## config.mk

```make
export PLATFORM = sky130hd
export DESIGN_NAME = conv_sweep_scheduler_flat
export DESIGN_NICKNAME = d
export VERILOG_FILES = /design/src/rtl/conv_sweep_scheduler_if.sv /design/src/rtl/conv_sweep_scheduler.sv /design/src/flat_wrapper.sv
export SDC_FILE = /design/constraint.sdc
export NUM_CORES = 1
export LEC_CHECK = 0
export CAP_MARGIN = 15
export CORE_ASPECT_RATIO = 1.5
export CORE_UTILIZATION = 45
export DETAILED_ROUTE_END_ITERATION = 7
export GPL_TIMING_DRIVEN = 0
export HOLD_SLACK_MARGIN = 0.15
export PLACE_DENSITY = 0.71
export SYNTH_ARGS = -nofsm -noshare
export SYNTH_HDL_FRONTEND = slang
export SYNTH_SLANG_ARGS = --single-unit
```

## constraint.sdc

```tcl
create_clock -name clk -period 2.8 [get_ports clk]
set_input_delay 0.56 -clock clk [delete_from_list [all_inputs] [get_ports clk]]
set_output_delay 0.56 -clock clk [all_outputs]
set_load 0.01 [all_outputs]
```

## src/rtl/conv_sweep_scheduler_if.sv

```systemverilog
// Result record channel from the sweep scheduler to a collector/checker.
// One record per swept code, transferred on res_valid && res_ready.
//   res_valid  : record valid (driven by the scheduler)
//   res_ready  : collector ready (driven by the collector)
//   res_code   : converter input code the record belongs to
//   res_value  : last sampled converter output for that code
//   res_stable : 1 = output settled, 0 = timed out
interface conv_sweep_scheduler_if #(
    parameter int IN_W  = 16,
    parameter int OUT_W = 32
) ();
    logic             res_valid;
    logic             res_ready;
    logic [IN_W-1:0]  res_code;
    logic [OUT_W-1:0] res_value;
    logic             res_stable;

    modport master (
        output res_valid,
        input  res_ready,
        output res_code,
        output res_value,
        output res_stable
    );

    modport slave (
        input  res_valid,
        output res_ready,
        input  res_code,
        input  res_value,
        input  res_stable
    );
endinterface

```

## src/rtl/conv_sweep_scheduler.sv

```systemverilog
// Sweeps one shared fixed-to-float converter through a programmed list of
// input codes. For each code the converter is held in reset, released, its
// output sampled on a slow prescaled tick until it either repeats for
// STABLE_CNT consecutive comparisons (stable) or TIMEOUT samples elapse
// (unstable), and one result record is emitted on the res channel.
// Ports:
//   clk, reset_n        : clock, asynchronous active-low reset
//   start               : one-cycle sweep request, ignored while busy
//   code_base/step/count: sweep configuration, latched on accepted start
//   busy, done          : sweep in progress / one-cycle end-of-sweep pulse
//   conv_rst_n, conv_in : converter reset and input code
//   conv_out            : converter result
//   res                 : result record channel (master side)
//   fail_count          : unstable codes in the current or last sweep
module conv_sweep_scheduler #(
    parameter int IN_W       = 16,
    parameter int OUT_W      = 32,
    parameter int SAMPLE_DIV = 1000,
    parameter int STABLE_CNT = 20,
    parameter int TIMEOUT    = 400,
    parameter int RST_CYCLES = 10
) (
    input  logic                   clk,
    input  logic                   reset_n,
    input  logic                   start,
    input  logic [IN_W-1:0]        code_base,
    input  logic [IN_W-1:0]        code_step,
    input  logic [9:0]             code_count,
    output logic                   busy,
    output logic                   done,
    output logic                   conv_rst_n,
    output logic [IN_W-1:0]        conv_in,
    input  logic [OUT_W-1:0]       conv_out,
    conv_sweep_scheduler_if.master res,
    output logic [9:0]             fail_count
);
    localparam int PS_W = (SAMPLE_DIV > 1) ? $clog2(SAMPLE_DIV) : 1;
    localparam int SC_W = $clog2(TIMEOUT + 1);
    localparam int MC_W = $clog2(STABLE_CNT + 1);
    localparam int RC_W = (RST_CYCLES > 1) ? $clog2(RST_CYCLES) : 1;

    typedef enum logic [2:0] {
        ST_IDLE   = 3'd0,
        ST_CRST   = 3'd1,
        ST_SETTLE = 3'd2,
        ST_REPORT = 3'd3,
        ST_FIN    = 3'd4
    } state_t;

    state_t            state_r;
    state_t            state_nx;

    logic [IN_W-1:0]   step_r;
    logic [9:0]        cnt_r;
    logic [9:0]        idx_r;
    logic [IN_W-1:0]   code_r;
    logic [RC_W-1:0]   rst_cnt_r;
    logic [PS_W-1:0]   ps_r;
    logic [SC_W-1:0]   smp_cnt_r;
    logic [MC_W-1:0]   match_cnt_r;
    logic [OUT_W-1:0]  prev_r;
    logic              prev_vld_r;
    logic [9:0]        fail_cnt_r;

    logic              busy_r;
    logic              done_r;
    logic              conv_rst_n_r;
    logic              res_valid_r;
    logic [IN_W-1:0]   res_code_r;
    logic [OUT_W-1:0]  res_value_r;
    logic              res_stable_r;

    logic              tick_s;
    logic              rst_done_s;
    logic [MC_W-1:0]   match_nx_s;
    logic [SC_W-1:0]   smp_nx_s;
    logic              stable_s;
    logic              timeout_s;
    logic              hs_s;
    logic              last_s;

    // Next-state and per-cycle decision logic.
    always_comb begin
        state_nx   = state_r;
        tick_s     = (ps_r == PS_W'(SAMPLE_DIV - 1));
        rst_done_s = (rst_cnt_r == RC_W'(RST_CYCLES - 1));
        smp_nx_s   = smp_cnt_r + {{(SC_W-1){1'b0}}, 1'b1};
        if (prev_vld_r && (conv_out == prev_r)) begin
            match_nx_s = match_cnt_r + {{(MC_W-1){1'b0}}, 1'b1};
        end else begin
            match_nx_s = {MC_W{1'b0}};
        end
        // Stable takes priority when both limits are reached on one tick.
        stable_s  = tick_s && (match_nx_s == MC_W'(STABLE_CNT));
        timeout_s = tick_s && (smp_nx_s == SC_W'(TIMEOUT)) && !stable_s;
        hs_s      = res_valid_r && res.res_ready;
        last_s    = (idx_r == (cnt_r - 10'd1));

        case (state_r)
            ST_IDLE: begin
                if (start) begin
                    if (code_count == 10'd0) begin
                        state_nx = ST_FIN;
                    end else begin
                        state_nx = ST_CRST;
                    end
                end else begin
                    state_nx = ST_IDLE;
                end
            end
            ST_CRST: begin
                if (rst_done_s) begin
                    state_nx = ST_SETTLE;
                end else begin
                    state_nx = ST_CRST;
                end
            end
            ST_SETTLE: begin
                if (stable_s || timeout_s) begin
                    state_nx = ST_REPORT;
                end else begin
                    state_nx = ST_SETTLE;
                end
            end
            ST_REPORT: begin
                if (hs_s) begin
                    if (last_s) begin
                        state_nx = ST_FIN;
                    end else begin
                        state_nx = ST_CRST;
                    end
                end else begin
                    state_nx = ST_REPORT;
                end
            end
            ST_FIN:  state_nx = ST_IDLE;
            default: state_nx = ST_IDLE;
        endcase
    end

    // State register.
    always_ff @(posedge clk or negedge reset_n) begin
        if (!reset_n) begin
            state_r <= ST_IDLE;
        end else begin
            state_r <= state_nx;
        end
    end

    // Sweep datapath: configuration, code walk, reset timer and stability sampler.
    always_ff @(posedge clk or negedge reset_n) begin
        if (!reset_n) begin
            step_r       <= {IN_W{1'b0}};
            cnt_r        <= 10'd0;
            idx_r        <= 10'd0;
            code_r       <= {IN_W{1'b0}};
            rst_cnt_r    <= {RC_W{1'b0}};
            ps_r         <= {PS_W{1'b0}};
            smp_cnt_r    <= {SC_W{1'b0}};
            match_cnt_r  <= {MC_W{1'b0}};
            prev_r       <= {OUT_W{1'b0}};
            prev_vld_r   <= 1'b0;
            fail_cnt_r   <= 10'd0;
            res_code_r   <= {IN_W{1'b0}};
            res_value_r  <= {OUT_W{1'b0}};
            res_stable_r <= 1'b0;
        end else begin
            case (state_r)
                ST_IDLE: begin
                    if (start) begin
                        step_r     <= code_step;
                        cnt_r      <= code_count;
                        idx_r      <= 10'd0;
                        code_r     <= code_base;
                        fail_cnt_r <= 10'd0;
                        rst_cnt_r  <= {RC_W{1'b0}};
                    end
                end
                ST_CRST: begin
                    rst_cnt_r <= rst_cnt_r + {{(RC_W-1){1'b0}}, 1'b1};
                    if (rst_done_s) begin
                        ps_r        <= {PS_W{1'b0}};
                        smp_cnt_r   <= {SC_W{1'b0}};
                        match_cnt_r <= {MC_W{1'b0}};
                        prev_vld_r  <= 1'b0;
                    end
                end
                ST_SETTLE: begin
                    if (tick_s) begin
                        ps_r        <= {PS_W{1'b0}};
                        smp_cnt_r   <= smp_nx_s;
                        match_cnt_r <= match_nx_s;
                        prev_r      <= conv_out;
                        prev_vld_r  <= 1'b1;
                    end else begin
                        ps_r <= ps_r + {{(PS_W-1){1'b0}}, 1'b1};
                    end
                    // Capture the record payload on the deciding tick.
                    if (stable_s || timeout_s) begin
                        res_code_r   <= code_r;
                        res_value_r  <= conv_out;
                        res_stable_r <= stable_s;
                    end
                    if (timeout_s) begin
                        fail_cnt_r <= fail_cnt_r + 10'd1;
                    end
                end
                ST_REPORT: begin
                    if (hs_s && !last_s) begin
                        code_r    <= code_r + step_r;
                        idx_r     <= idx_r + 10'd1;
                        rst_cnt_r <= {RC_W{1'b0}};
                    end
                end
                ST_FIN: begin
                    idx_r <= idx_r;
                end
                default: begin
                    idx_r <= idx_r;
                end
            endcase
        end
    end

    // Control outputs registered from the next state so they align with it.
    always_ff @(posedge clk or negedge reset_n) begin
        if (!reset_n) begin
            busy_r       <= 1'b0;
            done_r       <= 1'b0;
            conv_rst_n_r <= 1'b0;
            res_valid_r  <= 1'b0;
        end else begin
            busy_r       <= (state_nx != ST_IDLE);
            done_r       <= (state_nx == ST_FIN);
            conv_rst_n_r <= (state_nx == ST_SETTLE) || (state_nx == ST_REPORT);
            res_valid_r  <= (state_nx == ST_REPORT);
        end
    end

    assign busy           = busy_r;
    assign done           = done_r;
    assign conv_rst_n     = conv_rst_n_r;
    assign conv_in        = code_r;
    assign fail_count     = fail_cnt_r;
    assign res.res_valid  = res_valid_r;
    assign res.res_code   = res_code_r;
    assign res.res_value  = res_value_r;
    assign res.res_stable = res_stable_r;
endmodule

```

## src/flat_wrapper.sv

```systemverilog
// flat-port wrapper written by rule: the top's interface ports become plain ports
module conv_sweep_scheduler_flat 
#(
    parameter int IN_W       = 16,
    parameter int OUT_W      = 32,
    parameter int SAMPLE_DIV = 1000,
    parameter int STABLE_CNT = 20,
    parameter int TIMEOUT    = 400,
    parameter int RST_CYCLES = 10
)
  (clk, reset_n, start, code_base, code_step, code_count, busy, done, conv_rst_n, conv_in, conv_out, fail_count, res_res_valid, res_res_ready, res_res_code, res_res_value, res_res_stable);
  conv_sweep_scheduler_if #(.IN_W(IN_W), .OUT_W(OUT_W)) res_i ();
  input  logic clk;
  input  logic reset_n;
  input  logic start;
  input  logic [IN_W-1:0] code_base;
  input  logic [IN_W-1:0] code_step;
  input  logic [9:0] code_count;
  output logic busy;
  output logic done;
  output logic conv_rst_n;
  output logic [IN_W-1:0] conv_in;
  input  logic [OUT_W-1:0] conv_out;
  output logic [9:0] fail_count;
  output wire logic [$bits(res_i.res_valid)-1:0] res_res_valid;
  input wire logic [$bits(res_i.res_ready)-1:0] res_res_ready;
  output wire logic [$bits(res_i.res_code)-1:0] res_res_code;
  output wire logic [$bits(res_i.res_value)-1:0] res_res_value;
  output wire logic [$bits(res_i.res_stable)-1:0] res_res_stable;
  assign res_res_valid = res_i.res_valid;
  assign res_i.res_ready = res_res_ready;
  assign res_res_code = res_i.res_code;
  assign res_res_value = res_i.res_value;
  assign res_res_stable = res_i.res_stable;
  conv_sweep_scheduler #(.IN_W(IN_W), .OUT_W(OUT_W), .SAMPLE_DIV(SAMPLE_DIV), .STABLE_CNT(STABLE_CNT), .TIMEOUT(TIMEOUT), .RST_CYCLES(RST_CYCLES)) u_core (.clk(clk), .reset_n(reset_n), .start(start), .code_base(code_base), .code_step(code_step), .code_count(code_count), .busy(busy), .done(done), .conv_rst_n(conv_rst_n), .conv_in(conv_in), .conv_out(conv_out), .res(res_i), .fail_count(fail_count));
endmodule
```

### Yosys cells after proc, flatten, opt, wreduce, memory -nomap -nowiden

Cells that the tools add are included.

| word-level totals | value |
|---|---|
| bits in registers | 179 |
| bits in writable memories | 0 |
| latch bits | 0 |
| ROM bits | 0 |
| bits of input ports | 78 |
| word-level logic and storage cells | 100 |
| memories kept | 0 |

| operators by class | value |
|---|---|
| bitwise gates (word level) | 0 |
| add/sub/neg operators | 8 |
| multiply operators | 0 |
| eq/ne operators | 17 |
| shifts and indexed selects | 0 |
| reduce and logical (&&, ||, !) cells | 25 |
| magnitude comparators | 0 |
| multiplexer cells | 31 |
| div/mod/pow operators | 0 |

Operators by type and width:

| kind | number |
|---|---|
| one-hot mux 10 bit (2 select lines) | 3 |
| two-way mux 10 bit | 5 |
| == test 32 bit | 1 |
| two-way mux 16 bit | 2 |
| one-hot mux 16 bit (2 select lines) | 1 |
| adder 10 x 1 -> 10 bit (second input constant) | 3 |
| two-way mux 9 bit | 2 |
| one-hot mux 9 bit (2 select lines) | 1 |
| adder 16 bit | 1 |
| two-way mux 5 bit | 3 |
| == test 3 x 2 -> 1 bit (second input constant) | 4 |
| two-way mux 3 bit | 4 |
| one-hot mux 3 bit (4 select lines) | 1 |
| one-hot mux 4 bit (3 select lines) | 1 |
| AND reduction 3 bit | 4 |
| == test 10 bit | 1 |
| == test 10 bit (second input constant) | 1 |
| zero test 10 bit | 1 |
| one-hot mux 5 bit (2 select lines) | 1 |
| subtractor 10 x 1 -> 10 bit (second input constant) | 1 |
| adder 9 x 1 -> 9 bit (second input constant) | 1 |
| == test 9 bit (second input constant) | 1 |
| two-way mux 4 bit | 2 |
| != test 2 x 1 -> 1 bit (second input constant) | 4 |
| other kinds (17) | 32 |

### Longest topological paths before layout

| logic depth | value |
|---|---|
| word-level depth | 12 |
| depth in mapped cells | 11 |
| depth with buffers taken out | 10 |

### Worst setup path after synthesis

OpenSTA, ideal clock, no wires.

| path | value |
|---|---|
| path kind | reg2reg |
| start point | reg u_core.code_r[0] (netlist: u_core.conv_in[0]) |
| end point | reg u_core.code_r[14] (netlist: u_core.conv_in[14]) |
| cell stages (with the launch flop) | 11 |
| arrival | 2.467 ns |
| period minus slack after synthesis | 2.589 ns |
| required time | 2.678 ns |
| setup time | 0.122 ns |
| path slack | 0.211 ns |
| cells stage by stage | dfrtp_1 ha_1 inv_1 fa_1 nor2b_1 o31a_1 o31ai_1 a31oi_1 a211o_1 a211o_1 a32o_1 |

| on the way | value |
|---|---|
| word-level cells in the longest chain between the ends | 3 |

Ends and longest elaborated chain:

| what | RTL line | source |
|---|---|---|
| start, declared | conv_sweep_scheduler.sv:56 | `logic [IN_W-1:0] code_r;` |
| start signal, assigned | conv_sweep_scheduler.sv:156 | `code_r <= {IN_W{1'b0}};` |
| start signal, assigned | conv_sweep_scheduler.sv:174 | `code_r <= code_base;` |
| start signal, assigned | conv_sweep_scheduler.sv:210 | `code_r <= code_r + step_r;` |
| adder 16 bit | conv_sweep_scheduler.sv:210 |  |
| two-way mux 16 bit | conv_sweep_scheduler.sv:209 | `if (hs_s && !last_s) begin` |
| one-hot mux 16 bit (2 select lines) | conv_sweep_scheduler.sv:168 | `case (state_r)` |

Every way passes these cells. The select of a mux whose other input is x is not followed.
A chain may end at the register's enable or synchronous reset.

### Worst setup path after layout

Ends and elaborated chain as after synthesis.

==> results_dict.tcl <==
set metrics [dict create \
    outcome "finished clean" \
    timing.setup.tns_ns 0 \
    clk_path_buf_depth 2 \
    holdCritStartpoint "u_core.prev_vld_r" \
    floorplan.io_pins 157 \
    timing.critical_path.arrival_ns 3.09 \
    detail_route.wirelength_um 22700 \
    synth.largest_area_cell "sky130_fd_sc_hd__dfrtp_1" \
    first_pass_iters 5 \
    areaGrowthSynthToFinish_pct 29.9 \
    reg2reg_to "u_core.conv_in[14]" \
    timing.hold.worst.class "reg2reg" \
    cellPowerDensity_nw_per_um2 841 \
    start_util 0.460 \
    internal_power_mw 6.22 \
    regToRegSetupSlack_ns 0.04 \
    post-route-drc-count 0 \
    max_cap_viol_count 0 \
    ctsHtreeMaxLevel 4 \
    gp_congestion 0.848 \
    first_pass_grt_wire_length_um 37600 \
    crit_path_end_kind "register" \
    worst_hold_path.num_cells 2 \
    clock_tree.root_cell "sky130_fd_sc_hd__clkbuf_16" \
    dieArea_um2 20700 \
    fmaxAchievable_mhz 363 \
    share_clk_of_total_power 0.265 \
    synthesis.yosys.warnings 0 \
    drt-vias-per-instance 5.34 \
    relative_slew_margins 0.413 \
    hpwlAfterDp_um 16600 \
    power_frac_comb 0.386 \
    synthTopCellsByArea "sky130_fd_sc_hd__dfrtp_1, sky130_fd_sc_hd__nand2_1, sky130_fd_sc_hd__mux2_2, sky130_fd_sc_hd__xnor2_1, sky130_fd_sc_hd__ha_1" \
    diode_insertion_count_for_antenna_repair 0 \
    standby_leakage_power_nw 5.29 \
    grt_pass1_vias 7593 \
    worst_skew_pair.late_latency_ns 0.44 \
    timing_worst_setup_path_type "reg2reg" \
    dieWidth_um 118 \
    switchingPower_mw 3.68 \
    grt.total_usage 0.231 \
    numCtsBuffers 17 \
    total_power_mw 9.90 \
    layout-drive-gt1-share 0.102 \
    tightest_slew_ns 0.878 \
    finish.net_count 1213 \
    finalMaxSlewViolations 0 \
    ys_seq_area_frac 0.495 \
    timing.final.crit_period_ns 2.76 \
    seqCellArea_um2 4480 \
    grt_start_max_net_pins 117 \
    switching_share_of_power 0.372 \
    seq_power_share 0.349 \
    critical_path.reg2reg.startpoint "u_core.conv_in[0]" \
    die-height_um 176 \
    clock_sinks 179 \
    io_buffer_count 156 \
    fin_skew_ns 0.0122 \
    mappedNetlistNets 1033 \
    crit_path_max_fanout 4 \
    grt_antenna_before_repair 0 \
    number_of_nets_still_failing_antenna_checks_after_routing 0 \
    avgSynthCellArea_um2 9.74 \
    globalRoute.totalOverflow 0 \
    rows 63 \
    netlist-cell-type-count 71 \
    wl_per_cell_um 16.4 \
    vias 7386 \
    worst_hold_path.endpoint "u_core.prev_vld_r" \
    yosysTopAreaCellShare 0.495 \
    ys_top_cells_by_count "sky130_fd_sc_hd__nand2_1, sky130_fd_sc_hd__dfrtp_1, sky130_fd_sc_hd__o21ai_0, sky130_fd_sc_hd__nor2_1, sky130_fd_sc_hd__xnor2_1" \
    post-route-period-util 0.985 \
    multi_input_area_um2 4420 \
    synth_enable_flop_cells 0 \
    n_fill_cell 1711 \
    yosysMostFrequentCell "sky130_fd_sc_hd__nand2_1" \
    hold_viol_final 0 \
    ys.flop_type "sky130_fd_sc_hd__dfrtp_1" \
    synthesis.area_um2 9060 \
    synthesized_instance_count 930 \
    ys_ff_latch 179 \
    coreArea_um2 19700 \
    max-vdd-ir-drop_mv 0.551 \
    ys_async_sr_fraction 1.00 \
    drt_first_iter_violations 436 \
    crit_required_ns 3.13 \
    setup_repair_after_global_routing_missed_its_margin "true" \
    worst_setup_hold_path_clk_slew_ns 0.07 \
    worst_setup_path_start_kind "register" \
    cts_tree "done" \
    r2r.worst_path.cells 10 \
    timing.final.setup_violations 0 \
]
[metrics by stage]
step	setup slack (ns)	instances	instance area, µm²	utilization	hold slack [ns]
after floorplan	0.211	930	9060	-	0.264
after global placement	-6.39	1346	10900	0.555	0.450
after detailed placement	-0.493	1347	11000	0.557	0.457
after CTS	0.00682	1381	11700	0.592	0.473
after global routing	-0.0909	1383	11800	0.597	0.497
final	0.0417	1383	11800	0.597	0.471
[state kept, by name (all words and copies together) (netlist names)]
signal / flops
u_core.done: 1
u_core.prev_r: 32
u_core.res.res_value: 32
u_core.conv_rst_n: 1
u_core.rst_cnt_r: 4
u_core.res.res_valid: 1
u_core.res.res_code: 16
u_core.match_cnt_r: 5
u_core.ps_r: 10
u_core.fail_count: 10
u_core.conv_in: 16
u_core.smp_cnt_r: 9
u_core.idx_r: 10
u_core.cnt_r: 10
u_core.prev_vld_r: 1
u_core.busy: 1
u_core.state_r: 3
u_core.res.res_stable: 1
u_core.step_r: 16
[how the worst max path moves through the flow]
| stage | from | endpoint | slack, ns |
|---|---|---|---|
| after floorplan | u_core.conv_in[0] | u_core.conv_in[14] | 0.21 |
| after global placement | reset_n | u_core.res.res_code[8] | -6.39 |
| after detailed placement | conv_out[0] | u_core.res.res_value[2] | -0.49 |
| after CTS | u_core.conv_in[0] | u_core.conv_in[14] | 0.007 |
| after global routing | u_core.conv_in[0] | u_core.conv_in[14] | -0.09 |
| final | u_core.conv_in[0] | u_core.conv_in[14] | 0.04 |
[power groups by stage]
stage	clock, mW	combinational (mW)	sequential [mW]
after floorplan	0	2.49	3.42
after global placement	0	3.58	3.47
after detailed placement	0	3.67	3.48
after CTS	2.67	3.73	3.44
after global routing	2.77	4.28	3.51
final	2.62	3.82	3.45
[worst max-delay path, cell delays in order, from the launching register on]
cell and delay, ns:
sky130_fd_sc_hd__dfrtp_1 0.44, sky130_fd_sc_hd__ha_1 0.25, sky130_fd_sc_hd__inv_1 0.08, sky130_fd_sc_hd__fa_1 0.19, sky130_fd_sc_hd__nor2b_1 0.07, sky130_fd_sc_hd__o31a_1 0.31
sky130_fd_sc_hd__o31ai_4 0.26, sky130_fd_sc_hd__a31oi_2 0.19, sky130_fd_sc_hd__a211o_1 0.33, sky130_fd_sc_hd__a211o_1 0.30, sky130_fd_sc_hd__a32o_1 0.24
[cell type report]
type / instances / share of cell area
Clock inverter: 14 / 0.0184
Multi-Input combinational cell: 695 / 0.375
Buffer: 38 / 0.0171
Timing Repair Buffer: 161 / 0.138
Sequential cell: 179 / 0.381
Clock buffer: 18 / 0.0365
Tap cell: 260 / 0.0277
Inverter: 18 / 0.00574
[cells in the final DEF (no fill, tap or decap), drive strengths merged, types with 4 or more instances in the layout]
| cell type | count |
|---|---|
| clkinv | 4 |
| a31oi | 8 |
| inv | 23 |
| o31ai | 7 |
| buf | 14 |
| bufinv | 4 |
| or3 | 6 |
| nor2b | 4 |
| o22ai | 5 |
| and2 | 4 |
| a21o | 8 |
| dfrtp | 179 |
| nor2 | 45 |
| clkbuf | 47 |
| nand3 | 29 |
| nand2 | 227 |
| clkdlybuf4s50 | 155 |
| nand4 | 21 |
| mux2 | 47 |
| nor3 | 14 |
| ha | 24 |
| a21oi | 29 |
| xnor2 | 42 |
| nor4 | 7 |
| o21a | 8 |
| or2 | 4 |
| and3 | 15 |
| nand3b | 7 |
| nor3b | 4 |
| o21ai | 47 |
| mux2i | 7 |
| xor2 | 26 |
| a211oi | 7 |
[layer usage]
layer	wire (µm)	GRT usage
met1	9290	0.267
met2	12200	0.423
met3	872	0.0386
met4	376	0.0876
met5	0	0
[kinds of logic after synthesis]
group | Yosys count | synth area share
buffers and inverters | 56 | 0.0283
DFF | 179 | 0.495
xor gates and xnor gates | 68 | 0.0658
muxes | 54 | 0.0662
and+or+nand+nor | 398 | 0.201
AOI/OAI and AO/OA | 150 | 0.109
adders and majority gates | 25 | 0.0354
[timing repair]
item / 4_1_cts / 5_1_grt
pin swaps: 2 / 2
resized for setup: 3 / 25
buffers inserted: 1 / 2
setup endpoints to repair: 43 / 91
hold buffers: 1 / 0
hold endpoints to repair: 63 / 0
No activity file was read; power rests on OpenSTA's default activity.
